--- config.mk ---
export PLATFORM = sky130hd
export DESIGN_NAME = regfile_wr_arbiter_flat
export DESIGN_NICKNAME = d
export VERILOG_FILES = /design/src/rtl/regfile_wr_arbiter_if.sv /design/src/rtl/regfile_wr_arbiter.sv /design/src/flat_wrapper.sv
export SDC_FILE = /design/constraint.sdc
export NUM_CORES = 1
export LEC_CHECK = 0
export BUFFER_PORTS_ARGS = -buffer_cell sky130_fd_sc_hd__buf_2
export CORE_MARGIN = 2
export CORE_UTILIZATION = 41
export CTS_CLUSTER_SIZE = 12
export DETAILED_ROUTE_END_ITERATION = 10
export GPL_TIMING_DRIVEN = 0
export PLACE_DENSITY = 0.85
export SLEW_MARGIN = 10
export SYNTH_ARGS = -nofsm -noshare
export SYNTH_HDL_FRONTEND = slang
export SYNTH_SLANG_ARGS = --single-unit
--- constraint.sdc ---
create_clock -name i_clk -period 4 [get_ports i_clk]
set_input_delay 1 -clock i_clk [delete_from_list [all_inputs] [get_ports i_clk]]
set_output_delay 1 -clock i_clk [all_outputs]
set_load 0.01 [all_outputs]
--- src/rtl/regfile_wr_arbiter_if.sv ---
// regfile_wr_arbiter_if: requester handshake and register-file write-port bundle
// master: writeback sources / bench (drive req_*, wr_stall; observe grant and write port)
// slave : regfile_wr_arbiter (drives req_ready and the registered wr_* port)
//   req_valid[NUM_REQ]       per-requester write request
//   req_addr[NUM_REQ*5]      packed addresses, requester i at [5i+4:5i]
//   req_data[NUM_REQ*DATA_W] packed data, requester i at [DATA_W*i +: DATA_W]
//   req_ready[NUM_REQ]       combinational grant, zero- or one-hot
//   wr_stall                 register file busy, blocks all grants
//   wr_en[32]                registered one-hot write-enable
//   wr_addr[5], wr_data, wr_src[3]  registered address/data/source of last transfer
interface regfile_wr_arbiter_if #(
  parameter int NUM_REQ = 4,
  parameter int DATA_W  = 32
);
  logic [NUM_REQ-1:0]        req_valid;
  logic [NUM_REQ*5-1:0]      req_addr;
  logic [NUM_REQ*DATA_W-1:0] req_data;
  logic [NUM_REQ-1:0]        req_ready;
  logic                      wr_stall;
  logic [31:0]               wr_en;
  logic [4:0]                wr_addr;
  logic [DATA_W-1:0]         wr_data;
  logic [2:0]                wr_src;
  modport master (
    output req_valid, req_addr, req_data, wr_stall,
    input  req_ready, wr_en, wr_addr, wr_data, wr_src
  );
  modport slave (
    input  req_valid, req_addr, req_data, wr_stall,
    output req_ready, wr_en, wr_addr, wr_data, wr_src
  );
endinterface

--- src/rtl/regfile_wr_arbiter.sv ---
// regfile_wr_arbiter: round-robin scheduler for the single register-file write port
// Ports: i_clk (rising edge), i_rst_n (async active-low), bus (regfile_wr_arbiter_if.slave)
// Option: define REGWR_ARB_ZERO_SQUASH_EN to suppress wr_en for writes to address 0
module regfile_wr_arbiter #(
  parameter int NUM_REQ = 4,
  parameter int DATA_W  = 32
) (
  input logic                i_clk,
  input logic                i_rst_n,
  regfile_wr_arbiter_if.slave bus
);
  logic [2:0]         r_ptr;
  logic [2:0]         r_wr_src;
  logic [31:0]        r_wr_en;
  logic [4:0]         r_wr_addr;
  logic [DATA_W-1:0]  r_wr_data;
  logic               w_found;
  logic               w_xfer;
  logic [2:0]         w_idx;
  logic [3:0]         w_pos;
  logic [3:0]         w_nxt;
  logic [NUM_REQ-1:0] w_shift;
  logic [4:0]         w_addr;
  logic [DATA_W-1:0]  w_data;
  logic [31:0]        w_dec;
  // Walk requesters from r_ptr upward, wrapping modulo NUM_REQ; first valid wins
  always_comb begin
    w_found = 1'b0;
    w_idx   = 3'd0;
    w_pos   = 4'd0;
    w_shift = '0;
    for (int k = 0; k < NUM_REQ; k++) begin
      w_pos   = {1'b0, r_ptr} + 4'(k);
      w_pos   = (w_pos >= 4'(NUM_REQ)) ? w_pos - 4'(NUM_REQ) : w_pos;
      w_shift = bus.req_valid >> w_pos;
      if (!w_found && w_shift[0]) begin
        w_found = 1'b1;
        w_idx   = w_pos[2:0];
      end
    end
  end
  // Grant is withheld during stall and while reset is asserted
  assign w_xfer        = w_found & ~bus.wr_stall & i_rst_n;
  assign bus.req_ready = w_xfer ? ({{(NUM_REQ-1){1'b0}}, 1'b1} << w_idx) : '0;
  assign w_addr        = bus.req_addr[5*w_idx +: 5];
  assign w_data        = bus.req_data[DATA_W*w_idx +: DATA_W];
  assign w_nxt         = {1'b0, w_idx} + 4'd1;
`ifdef REGWR_ARB_ZERO_SQUASH_EN
  assign w_dec = (w_addr == 5'd0) ? 32'd0 : 32'd1 << w_addr;
`else
  assign w_dec = 32'd1 << w_addr;
`endif
  always_ff @(posedge i_clk or negedge i_rst_n) begin
    if (!i_rst_n) begin
      r_ptr     <= 3'd0;
      r_wr_en   <= 32'd0;
      r_wr_addr <= 5'd0;
      r_wr_data <= '0;
      r_wr_src  <= 3'd0;
    end else begin
      r_wr_en <= w_xfer ? w_dec : 32'd0;
      if (w_xfer) begin
        r_ptr     <= (w_nxt == 4'(NUM_REQ)) ? 3'd0 : w_nxt[2:0];
        r_wr_addr <= w_addr;
        r_wr_data <= w_data;
        r_wr_src  <= w_idx;
      end
    end
  end
  assign bus.wr_en   = r_wr_en;
  assign bus.wr_addr = r_wr_addr;
  assign bus.wr_data = r_wr_data;
  assign bus.wr_src  = r_wr_src;
endmodule

--- src/flat_wrapper.sv ---
// flat-port wrapper written by rule: the top's interface ports become plain ports
module regfile_wr_arbiter_flat 
#(
  parameter int NUM_REQ = 4,
  parameter int DATA_W  = 32
)
  (i_clk, i_rst_n, bus_req_valid, bus_req_addr, bus_req_data, bus_wr_stall, bus_req_ready, bus_wr_en, bus_wr_addr, bus_wr_data, bus_wr_src);
  regfile_wr_arbiter_if #(.NUM_REQ(NUM_REQ), .DATA_W(DATA_W)) bus_i ();
  input logic i_clk;
  input logic i_rst_n;
  input wire logic [$bits(bus_i.req_valid)-1:0] bus_req_valid;
  input wire logic [$bits(bus_i.req_addr)-1:0] bus_req_addr;
  input wire logic [$bits(bus_i.req_data)-1:0] bus_req_data;
  input wire logic [$bits(bus_i.wr_stall)-1:0] bus_wr_stall;
  output wire logic [$bits(bus_i.req_ready)-1:0] bus_req_ready;
  output wire logic [$bits(bus_i.wr_en)-1:0] bus_wr_en;
  output wire logic [$bits(bus_i.wr_addr)-1:0] bus_wr_addr;
  output wire logic [$bits(bus_i.wr_data)-1:0] bus_wr_data;
  output wire logic [$bits(bus_i.wr_src)-1:0] bus_wr_src;
  assign bus_i.req_valid = bus_req_valid;
  assign bus_i.req_addr = bus_req_addr;
  assign bus_i.req_data = bus_req_data;
  assign bus_i.wr_stall = bus_wr_stall;
  assign bus_req_ready = bus_i.req_ready;
  assign bus_wr_en = bus_i.wr_en;
  assign bus_wr_addr = bus_i.wr_addr;
  assign bus_wr_data = bus_i.wr_data;
  assign bus_wr_src = bus_i.wr_src;
  regfile_wr_arbiter #(.NUM_REQ(NUM_REQ), .DATA_W(DATA_W)) u_core (.i_clk(i_clk), .i_rst_n(i_rst_n), .bus(bus_i));
endmodule
# Word-level counts from Yosys, hierarchy flattened

Index checks and enable logic that the tools add are counted.
Widths: inputs -> output; s select.

Register bits after elaboration: 75
Input port bits: 155

Add/sub/neg operators: 8
$mul: 1
Magnitude comparators: 4
Equality and inequality tests: 1
Shifts and indexed selects: 8
Muxes and demuxes: 15
Bitwise gates (word level): 3
Reduce and logical (&&, ||, !) cells: 6

Operators with widths:

| kind                 | count |
|---|---|
| $shiftx 128x9->32    | 1 |
| $mux 32              | 1 |
| $shl 1x5->32 const A | 1 |
| $mux 4               | 5 |
| $shiftx 20x7->5      | 1 |
| $shr 4x4->1          | 4 |
| $mux 3               | 5 |
| $ge 4x3->1 const B   | 3 |
| $sub 4x3->4 const B  | 3 |
| $add 3x1->4 const B  | 2 |
| $add 3x2->4 const B  | 2 |
| $mul 3x3->6 const A  | 1 |
| $eq 4x3->1 const B   | 1 |
| $mux 1               | 4 |
| $shl 1x3->4 const A  | 1 |
| $sub 3x3->4 const B  | 1 |
| $ge 3x3->1 const B   | 1 |
| $logic_and 1x1->1    | 3 |
| $logic_not 1->1      | 3 |
| $and 1x1->1          | 2 |
| $not 1->1            | 1 |

# Depth between registers and ports, before layout

Gate-level depths: netlist of the first run.

Word-level depth: 17
Mapped depth: 15
Depth with buffers taken out: 10

# Worst setup path before layout of the first run

Ideal clock, no wire load.

Kind: reg-to-output
From: register u_core.r_ptr[0]
To: output port bus_req_ready[0]
Data arrival time: 2.987 ns
Required time: 3.000 ns
Setup slack: 0.013 ns
Stages on the path, launching flop included: 16
Buffers on the path: 5
Cell sequence: dfrtp_1 > buf_2 > inv_1 > ha_1 > buf_6 > mux2_4 > and2_4 > o211a_1 > or2_1 > buf_6 > inv_1 > buf_2 > buf_2 > ha_1 > inv_1 > nor2_1

RTL lines:

| element                                              | RTL line                 | source |
|---|---|---|
| from (decl)                                          | regfile_wr_arbiter.sv:12 | `logic [2:0] r_ptr;` |
| from (signal assigned)                               | regfile_wr_arbiter.sv:63 | `r_ptr <= (w_nxt == 4'(NUM_REQ)) ? 3'd0 : w_nxt[2:0];` |
| branches (longest 12 deep; another with $add 3x1->4) | n/a                      |  |
| $mux 3 *                                             | regfile_wr_arbiter.sv:36 | `if (!w_found && w_shift[0]) begin` |
| named net u_core.w_idx[1]                            | regfile_wr_arbiter.sv:19 | `logic [2:0] w_idx;` |
| $shl 1x3->4 *                                        | regfile_wr_arbiter.sv:44 | `assign bus.req_ready = w_xfer ? ({{(NUM_REQ-1){1'b0}}, 1'b1} << w_idx) : '0;` |
| $mux 4 *                                             | regfile_wr_arbiter.sv:44 |  |
| to (decl)                                            | flat_wrapper.sv:15       | `output wire logic [$bits(bus_i.req_ready)-1:0] bus_req_ready;` |

Mark *: on every way through the listed nets, which the timed path passes.

# Worst setup path in the final report of the first run

From: input port bus_req_valid[3]
To: output port bus_req_ready[3]

RTL lines:

| element                   | RTL line                 | source |
|---|---|---|
| from (decl)               | flat_wrapper.sv:11       | `input wire logic [$bits(bus_i.req_valid)-1:0] bus_req_valid;` |
| $shr 4x4->1               | regfile_wr_arbiter.sv:35 | `w_shift = bus.req_valid >> w_pos;` |
| $mux 1                    | regfile_wr_arbiter.sv:36 |  |
| $logic_not 1->1           | regfile_wr_arbiter.sv:36 |  |
| $logic_and 1x1->1         | regfile_wr_arbiter.sv:36 |  |
| $mux 1                    | regfile_wr_arbiter.sv:36 |  |
| $logic_not 1->1           | regfile_wr_arbiter.sv:36 |  |
| $logic_and 1x1->1         | regfile_wr_arbiter.sv:36 |  |
| $mux 1                    | regfile_wr_arbiter.sv:36 |  |
| $logic_not 1->1           | regfile_wr_arbiter.sv:36 |  |
| $logic_and 1x1->1         | regfile_wr_arbiter.sv:36 |  |
| $mux 3 *                  | regfile_wr_arbiter.sv:36 |  |
| named net u_core.w_idx[1] | regfile_wr_arbiter.sv:19 |  |
| $shl 1x3->4 *             | regfile_wr_arbiter.sv:44 |  |
| $mux 4 *                  | regfile_wr_arbiter.sv:44 |  |

Mark *: on every way through the listed nets, which the timed path passes. The rest lies on a longest branch.

==> flow_metrics.tcl, run 1 <==
set metrics [dict create \
    core-area_um2 10400 \
    synth-edff-count 0 \
    gp_congestion 0.875 \
    fin_ws_ps 84.2 \
    grtUsageTotal 0.235 \
    async_flop_share 1.00 \
    max_freq_ghz 0.255 \
    pre_cts_ws_ps -1160 \
    endpoint_kind "primary output" \
    wirelength_um 13700 \
    diodes 0 \
    whs_ps 480 \
    p_sw_mw 2.44 \
    worstRegToRegCells 12 \
    combinationalPowerShare 0.694 \
    seq_area_frac_synth 0.427 \
    crit_type "in -> out" \
    grt_pass1_vias 4408 \
    fin_cells 826 \
    root_buffer "clkbuf_8" \
    internal_power_mw 3.03 \
    grt_pass1_wl_um 21300 \
    dpl_cell_area_um2 5740 \
    syn-cell-area_um2 4390 \
    power_mw 5.47 \
    via_per_inst 5.18 \
    die_h_um 107 \
    final_util 0.607 \
    synth_ff_type "dfrtp_1" \
    power_frac_clock 0.104 \
    fillers 847 \
    outcome "finished, final reports clean" \
    clk_pin_slew_worst_paths_ps 90 \
    drt_iter0_drc 215 \
    synthDistinctLibCells 47 \
    fin_crit_ps 3920 \
    ir_worst_vdd_v 0.000643 \
    tns_ps 0 \
    dp_hpwl_um 10500 \
    ant_nets 0 \
    setup_viol 0 \
    seq_power_share 0.202 \
    ys_ff_latch 75 \
    slew_headroom 0.468 \
    cts_made_buffers 9 \
    netSwitchingFraction 0.447 \
    post-route-period-util 0.979 \
    dp_cells 791 \
    hold_class "reg -> reg" \
    synthCells 424 \
    p_leak_nw 3.34 \
    die_area_um2 11600 \
    yosys_warnings 0 \
    start_util 0.424 \
    drive_above_1_share 0.509 \
    drcViolationCount 0 \
    synthToLayoutAreaGrowth_pct 43.4 \
    drtPass1Iterations 4 \
    grt_max_degree 46 \
    clk_path_buf_depth 2 \
    critPathRequiredTime_ps 3000 \
    io_buffers 230 \
    io_pins 231 \
    holdPathStages 2 \
    max-cap-violations 0 \
    fin_area_um2 6300 \
    multi_input_area_um2 2480 \
    fin_skew_ps 18.8 \
    pwr_density_cell_nw_per_um2 869 \
    worstPathArrival_ps 2920 \
    wl_per_cell_um 16.5 \
    htree_num_levels 3 \
    antenna_found_initial 0 \
    clk_latency_ps 360 \
    tightest_slew_ps 795 \
    maxSlewViolCount 0 \
    hold_viol_final 0 \
    worstSetupStartpointType "input pin" \
    synth.avg_cell_area_um2 10.4 \
    rows 37 \
    vias 4279 \
    tritoncts "done" \
    cp_max_fo 6 \
    die_w_um 107 \
    syn-num-nets 585 \
    clkSinkCount 75 \
    regArea_um2 1880 \
    design.final.nets 846 \
    overflow 0 \
]
power by group through the flow:
stage / Combinational (mW) / Clock, mW / Sequential, mW
6_report: 3.80 / 0.566 / 1.11
5_1_grt: 4.08 / 0.608 / 1.14
4_1_cts: 3.70 / 0.581 / 1.11
3_5_place_dp: 3.26 / 0 / 1.12
3_3_place_gp: 3.14 / 0 / 1.11
2_1_floorplan: 2.25 / 0 / 1.22
synth_stat cells, types with 5 or more instances:
library cell | n | area share
a21boi_0 | 5 | 0.0085
and3_1 | 7 | 0.010
buf_2 | 10 | 0.011
buf_4 | 6 | 0.010
clkbuf_1 | 8 | 0.0068
dfrtp_1 | 75 | 0.43
ha_1 | 6 | 0.017
inv_1 | 10 | 0.0085
mux2_2 | 34 | 0.087
mux2i_1 | 71 | 0.16
nand2_1 | 44 | 0.038
nand2b_1 | 5 | 0.0071
nand3_1 | 8 | 0.0091
nor2_1 | 37 | 0.032
o21ai_0 | 45 | 0.051
final cells by class:
class,count,area share
clock inverters,7,0.0103
clock buffers,9,0.0197
plain buffers,23,0.0268
multi-input cells,312,0.395
well taps,136,0.0270
inverters,10,0.00676
repair buffers,254,0.216
flip-flops and latches,75,0.298
per-layer routing:
metal  vias up  share of wire  global-route usage
met5         -              0                   0
met4         0          0.014              0.0760
met3        19          0.081              0.0472
met2       183           0.53               0.439
met1      2049           0.38               0.266
li1       2028              -                   -
sequential cells by signal, indices dropped and copies added (netlist names):
signal and count:
u_core.bus.wr_data 32, u_core.bus.wr_addr 5, u_core.bus.wr_src 3, u_core.bus.wr_en 32, u_core.r_ptr 3
critical path, stage by stage:
cell and delay (ps):
buf_2 160, mux2i_1 310, o21ai_1 250, nor4_4 310
or2_1 160, buf_6 140, ha_4 150, ha_1 130
inv_1 30, nor2_1 130, buf_2 160
repair_timing:
action                                  in CTS  in global routing
hold buffers                                 0                  0
endpoints found under the hold margin        0                  0
setup buffers                               18                  5
resized for setup                           42                 11
pin swaps                                   10                  5
endpoints found under the setup margin      20                  4
cell usage in the layout (no fill, tap or decap), types with 5 or more instances in the layout:
cell type | Yosys | layout
buf_2 | 10 | 231
dfrtp_1 | 75 | 74
mux2i_1 | 71 | 69
o21ai_0 | 45 | 44
nand2_1 | 44 | 43
nor2_1 | 37 | 36
mux2_2 | 34 | 34
buf_4 | 6 | 31
clkbuf_8 | 0 | 9
nand3_1 | 8 | 8
and3_1 | 7 | 7
clkbuf_1 | 8 | 7
buf_6 | 2 | 5
a21boi_0 | 5 | 5
nand2b_1 | 5 | 5
inv_1 | 10 | 5
cells by family after synthesis:
| logic type | synth area share |
|---|---|
| adders and majority gates | 0.0171 |
| buffers and inverters | 0.0430 |
| and+or+nand+nor | 0.134 |
| other | 0.000854 |
| DFF | 0.427 |
| AOI/OAI and AO/OA | 0.121 |
| muxes | 0.256 |
worst paths after layout:
check / slack, ps / from / to
hold / removal: 480 / u_core.bus.wr_data[15] / u_core.bus.wr_data[15]
setup / recovery: 80 / bus_req_valid[3] / bus_req_ready[3]
max in group asynchronous: 2850 / i_rst_n / u_core.r_ptr[0]
hold reg to reg: 480 / u_core.bus.wr_data[15] / u_core.bus.wr_data[15]
setup reg to reg: 690 / u_core.r_ptr[0] / u_core.bus.wr_en[15]
min in group asynchronous: 570 / i_rst_n / u_core.bus.wr_data[27]
(Power assumes the default switching activity.)
==> inputs of run 2 (changes only) <==
--- a/config.mk
+++ b/config.mk
@@ -17,2 +17,3 @@
 export SYNTH_HDL_FRONTEND = slang
 export SYNTH_SLANG_ARGS = --single-unit
+export TNS_END_PERCENT = 50
==> constraint.sdc (replaced) <==
create_clock -name i_clk -period 4 [get_ports i_clk]
set_input_delay 0.2 -clock i_clk [delete_from_list [all_inputs] [get_ports i_clk]]
set_output_delay 0.2 -clock i_clk [all_outputs]
set_load 0.01 [all_outputs]
==> flow_metrics.tcl, run 2 (synthesis gave the netlist of run 1 again) <==
set metrics [dict create \
    outcome "finished, final reports clean" \
    drtPass1Iterations 5 \
    via_per_inst 5.17 \
    drt_iter0_drc 245 \
    max_freq_ghz 0.267 \
    internal_power_mw 2.69 \
    root_buffer "clkbuf_8" \
    fin_ws_ps 248 \
    pre_cts_ws_ps -359 \
    io_buffers 230 \
    r2r_start "u_core.r_ptr[0]" \
    seq_power_share 0.224 \
    endpoint_kind "primary output" \
    fin_skew_ps 19.1 \
    netSwitchingFraction 0.454 \
    rsz0062_at_grt "false" \
    vias 4176 \
    post-route-period-util 0.938 \
    pwr_density_cell_nw_per_um2 828 \
    critPathRequiredTime_ps 3800 \
    min-delay-start "bus_req_data[38]" \
    drive_above_1_share 0.469 \
    design.final.nets 827 \
    hold_viol_final 0 \
    htree_num_levels 3 \
    ant_nets 0 \
    antenna_found_initial 0 \
    crit_slowest_cell "dfrtp_2" \
    crit_chain "clkbuf_4, inv_1, ha_1, buf_6, mux2_4, and2_4, o211a_1, or2_1, buf_6, inv_1, buf_4, ha_1, inv_1, nor2_1, buf_2" \
    die_w_um 107 \
    tightest_slew_ps 785 \
    diodes 0 \
    rows 37 \
    worstSetupStartpointType "register" \
    slew_headroom 0.474 \
    clk_pin_slew_worst_paths_ps 100 \
    final_util 0.575 \
    layout_commonest_cell "buf_2" \
    mostFrequentLayoutCells "235 x buf_2, 74 x dfrtp_1, 70 x mux2i_1, 45 x o21ai_0, 44 x nand2_1" \
    grt_pass1_wl_um 20500 \
    tns_ps 0 \
    grt_max_degree 46 \
    grtUsageTotal 0.226 \
    cp-startpoint "u_core.r_ptr[0]" \
    fin_crit_ps 3750 \
    rrSetupSlack_ps 360 \
    die_area_um2 11600 \
    hold_class "in -> reg" \
    ir_worst_vdd_v 0.000575 \
    setup_viol 0 \
    start_util 0.424 \
    dpl_cell_area_um2 5740 \
    p_sw_mw 2.24 \
    clkSinkCount 75 \
    crit_type "reg -> out" \
    worstPathArrival_ps 3550 \
    dp_hpwl_um 10500 \
    p_leak_nw 3.22 \
    core-area_um2 10400 \
    drcViolationCount 0 \
    cp_max_fo 20 \
    maxSlewViolCount 0 \
    clk_path_buf_depth 2 \
    io_pins 231 \
    wirelength_um 13100 \
    fin_area_um2 5960 \
    clk_latency_ps 350 \
    power_frac_clock 0.114 \
    gp_congestion 0.875 \
    cts_made_buffers 9 \
    crit_top_cell "inv_1" \
    max_stage_delay_ps 460 \
    overflow 0 \
    max-cap-violations 0 \
    wl_per_cell_um 16.2 \
    synthToLayoutAreaGrowth_pct 35.8 \
    die_h_um 107 \
    tritoncts "done" \
    combinationalPowerShare 0.662 \
    grt_pass1_vias 4278 \
]
## run 2: cell types whose count changed in the layout (fill, tap and decap cells not counted), moves of 3 or more
cell   before  now
ha_1        2    6
inv_1       5   10
buf_2     231  235
buf_6       5    2
ha_4        4    0
buf_4      31    9
inv_2       3    0
## run 2: per-layer routing
metal	global-route usage	part of all wire	routed length [um]	vias to the layer above
met5	0	0	0	-
li1	-	-	-	1981
met4	0.0760	0.012	162	0
met1	0.258	0.38	4980	1992
met3	0.0472	0.081	1060	15
met2	0.418	0.53	6900	188
## run 2: final timing paths
| kind | to | depth (start not counted) |
|---|---|---|
| max | bus_req_ready[1] | 15 |
| max in group asynchronous | u_core.r_ptr[0] | 3 |
| min | u_core.bus.wr_data[6] | 4 |
| max reg2reg | u_core.bus.wr_data[1] | 14 |
| min in group asynchronous | u_core.bus.wr_data[27] | 2 |
| min reg2reg | u_core.bus.wr_data[15] | 2 |
## run 2: final cells by class
type	instances	area (um^2)
Fill cell	889	4410
Inverter	10	37.5
Sequential cell	75	1880
Timing Repair Buffer	233	1190
Clock buffer	9	124
Clock inverter	7	65.1
Multi-Input combinational cell	312	2350
Tap cell	136	170
Buffer	25	151
## run 2: critical path: cells and delay by family (launching register included)
| kind | cells | cell delay (ps) |
|---|---|---|
| mux | 1 | 310 |
| fa+ha+maj | 2 | 460 |
| compound gates | 1 | 260 |
| buf+inv | 8 | 1200 |
| flops | 1 | 460 |
| simple gates | 3 | 520 |
## run 2: per-stage QoR
stage	power, mW	cells	hold slack, ps
floorplan	3.47	424	-95.6
global placement	4.25	790	460
detailed placement	4.38	791	159
CTS	4.98	808	270
global route	5.31	807	312
finish	4.94	807	287
## run 2: what timing repair did
action                                  in CTS  in global routing
resized for setup                            5                  4
buffers inserted                             1                  0
endpoints found under the hold margin       31                  0
endpoints found under the setup margin      20                  4
gates cloned                                 0                  0
pin swaps                                    1                  1
hold buffers                                 1                  0
## run 2: power by group through the flow
stage	clock, mW	combinational (mW)	sequential [mW]
4_1_cts	0.581	3.29	1.11
5_1_grt	0.607	3.56	1.14
3_5_place_dp	0	3.26	1.12
3_3_place_gp	0	3.14	1.11
2_1_floorplan	0	2.25	1.22
6_report	0.561	3.27	1.11
==> inputs of run 3 (changes only) <==
- ABC_AREA: not set -> 1
- CORE_MARGIN: 2 -> not set
==> flow_metrics.tcl, run 3 <==
set metrics [dict create \
    hold_class "in -> reg" \
    cp_max_fo 11 \
    grt_max_degree 53 \
    yosysMostFrequentCell "nand2_1" \
    synth_ff_type "dfrtp_1" \
    min-delay-start "bus_req_data[18]" \
    busiest_layer "met2" \
    seq_power_share 0.190 \
    setup_viol 0 \
    path_buf_inv 6 \
    gp_congestion 0.853 \
    die_w_um 105 \
    maxSlewViolCount 0 \
    htree_num_levels 3 \
    yosys_warnings 0 \
    max_stage_delay_ps 510 \
    synth_top_cell_by_area "dfrtp_1" \
    dp_hpwl_um 10600 \
    ys_ff_latch 75 \
    pwr_density_cell_nw_per_um2 1030 \
    internal_power_mw 2.65 \
    crit_type "reg -> out" \
    holdPathStages 3 \
    drt_iter0_drc 207 \
    core-area_um2 10300 \
    start_util 0.422 \
    rsz0062_at_grt "false" \
    r2r_start "u_core.r_ptr[1]" \
    post-route-period-util 0.934 \
    antenna_found_initial 0 \
    io_pins 231 \
    synthToLayoutAreaGrowth_pct 35.7 \
    synthCells 586 \
    tritoncts "done" \
    clk_pin_slew_worst_paths_ps 90 \
    hold_viol_final 0 \
    root_buffer "clkbuf_8" \
    via_per_inst 5.02 \
    crit_slowest_cell "dfrtp_1" \
    crit_chain "inv_2, ha_1, inv_1, nand3_1, nand2_1, nand2_1, nand2_1, nand4_1, nand2_1, nor2_1, nor2_4, buf_4, buf_2, ha_1, ha_1, inv_1, nor2_1, buf_2" \
    rr_endpoint "u_core.r_ptr[0]" \
    drive_above_1_share 0.355 \
    drtPass1Iterations 8 \
    design.final.nets 991 \
    cp_num_cells 18 \
    max_freq_ghz 0.268 \
    rows 37 \
    drcViolationCount 0 \
    endpoint_kind "primary output" \
    vias 4867 \
    netSwitchingFraction 0.563 \
    grt_pass1_vias 4577 \
    ant_nets 0 \
    clk_latency_ps 350 \
    fin_skew_ps 9.17 \
    cts_made_buffers 9 \
    hold_end "u_core.bus.wr_data[18]" \
    fillers 1035 \
    tightest_slew_ps 606 \
    layout_commonest_cell "buf_2" \
    async_flop_share 1.00 \
    wl_per_cell_um 14.2 \
    synthDistinctLibCells 33 \
    fin_ws_ps 266 \
    combinationalPowerShare 0.717 \
    pre_cts_ws_ps 697 \
    die_area_um2 11000 \
    synth_top_area_share 0.433 \
    p_sw_mw 3.42 \
    critPathRequiredTime_ps 3800 \
    tns_ps 0 \
    yosys-top-cells-area "dfrtp_1 43%, nand2_1 12%, nor2_1 8.3%" \
    outcome "finished, final reports clean" \
    crit_top_cell "nand2_1" \
    synth.avg_cell_area_um2 7.40 \
    worstRegToRegCells 17 \
    synthTopCellsByCount "143 x nand2_1, 96 x nor2_1, 75 x dfrtp_1, 53 x o21ai_0, 40 x inv_1" \
    synth-edff-count 0 \
    slew_headroom 0.596 \
    diodes 0 \
    cts.repair.resized 0 \
    critPathTopFamily "buffers and inverters" \
    worstSetupStartpointType "register" \
    rrSetupSlack_ps 660 \
    overflow 0 \
    grtUsageMet2 0.449 \
    grt_pass1_wl_um 22300 \
    mostFrequentLayoutCells "243 x buf_2, 143 x nand2_1, 96 x nor2_1, 75 x dfrtp_1, 53 x o21ai_0" \
    grtUsageMet1 0.326 \
    syn-num-nets 748 \
    clkSinkCount 75 \
    power_frac_clock 0.093 \
    fin_crit_ps 3730 \
    die_h_um 105 \
    grtUsageTotal 0.258 \
    clk_path_buf_depth 2 \
    met3_usage 0.0512 \
    p_leak_nw 3.30 \
    wirelength_um 13800 \
    worstPathArrival_ps 3530 \
    max-cap-violations 0 \
    ir_worst_vdd_v 0.000485 \
    io_buffers 230 \
    syn-cell-area_um2 4340 \
    seq_area_frac_synth 0.433 \
]
run 3: cell count changes in the layout (fill, tap and decap cells not counted), sizes merged, moves of 8 or more:
cell    change
nor2       +61
nand2     +111
o211ai     +11
inv        +35
nand3      +33
a21boi      -8
mux2       -36
o22ai       +8
nand4      +19
o21ai      +17
mux2i      -71
run 3: cell families after synthesis:
| logic type | count (synthesis) | synth area share |
|---|---|---|
| simple gates | 318 | 0.317 |
| compound gates | 105 | 0.146 |
| buf+inv | 80 | 0.0836 |
| flops | 75 | 0.433 |
| fa+ha+maj | 7 | 0.0202 |
| other cells | 1 | 0.000864 |
run 3: metrics by stage:
step / instances / hold WS (ps) / total power, mW / area [um^2] / util
after global routing: 970 / 90.3 / 6.64 / 5890 / 0.573
after detailed placement: 953 / 133 / 5.49 / 5690 / 0.554
final: 970 / 107 / 6.07 / 5890 / 0.573
after floorplan: 586 / -95.6 / 4.17 / 4340 / -
after CTS: 970 / 88.6 / 6.08 / 5890 / 0.573
after global placement: 952 / 460 / 5.40 / 5660 / 0.551
run 3: what timing repair did:
| action | in CTS | in global routing |
|---|---|---|
| hold buffers | 1 | 0 |
| setup buffers | 0 | 0 |
| endpoints found under the hold margin | 23 | 0 |
run 3: worst reg2reg max path, delay by kind of cell (launching register included):
family                   cells  cell delay (ps)
flip-flops                   1              510
AO/OA/AOI/OAI                2              230
AND/OR/NAND/NOR              8              870
adder cells (fa/ha/maj)      3              790
buffers and inverters        4              800
run 3: power by group through the flow:
stage,Combinational (mW),Sequential [mW],Clock (mW)
2_1_floorplan,2.91,1.26,0
3_3_place_gp,4.25,1.15,0
3_5_place_dp,4.33,1.16,0
4_1_cts,4.35,1.15,0.586
5_1_grt,4.85,1.17,0.621
6_report,4.35,1.15,0.564
run 3: layout make-up:
| cell class | count | area, um^2 | share of cell area |
|---|---|---|---|
| buffer | 34 | 183 | 0.0310 |
| clock buffer | 9 | 124 | 0.0210 |
| clock inverter | 7 | 65.1 | 0.0110 |
| inverter | 46 | 180 | 0.0306 |
| multi-input combinational | 431 | 2100 | 0.356 |
| sequential | 75 | 1880 | 0.319 |
| tap | 136 | 170 | 0.0289 |
| timing repair buffer | 232 | 1190 | 0.202 |
run 3: worst max-delay path by stage:
stage / from / end / slack, ps
final: u_core.r_ptr[1] / bus_req_ready[3] / 270
after global routing: u_core.r_ptr[1] / bus_req_ready[3] / 30
after CTS: u_core.r_ptr[1] / bus_req_ready[3] / 300
after detailed placement: u_core.r_ptr[1] / bus_req_ready[3] / 700
after global placement: u_core.r_ptr[1] / bus_req_ready[3] / 730
after floorplan: u_core.r_ptr[1] / u_core.r_ptr[0] / 1150
run 3: metal layers:
metal / vias up / share of wire
met1: 2235 / 0.42
met3: 13 / 0.067
met2: 214 / 0.50
met4: 0 / 0.013
li1: 2405 / -
met5: - / 0
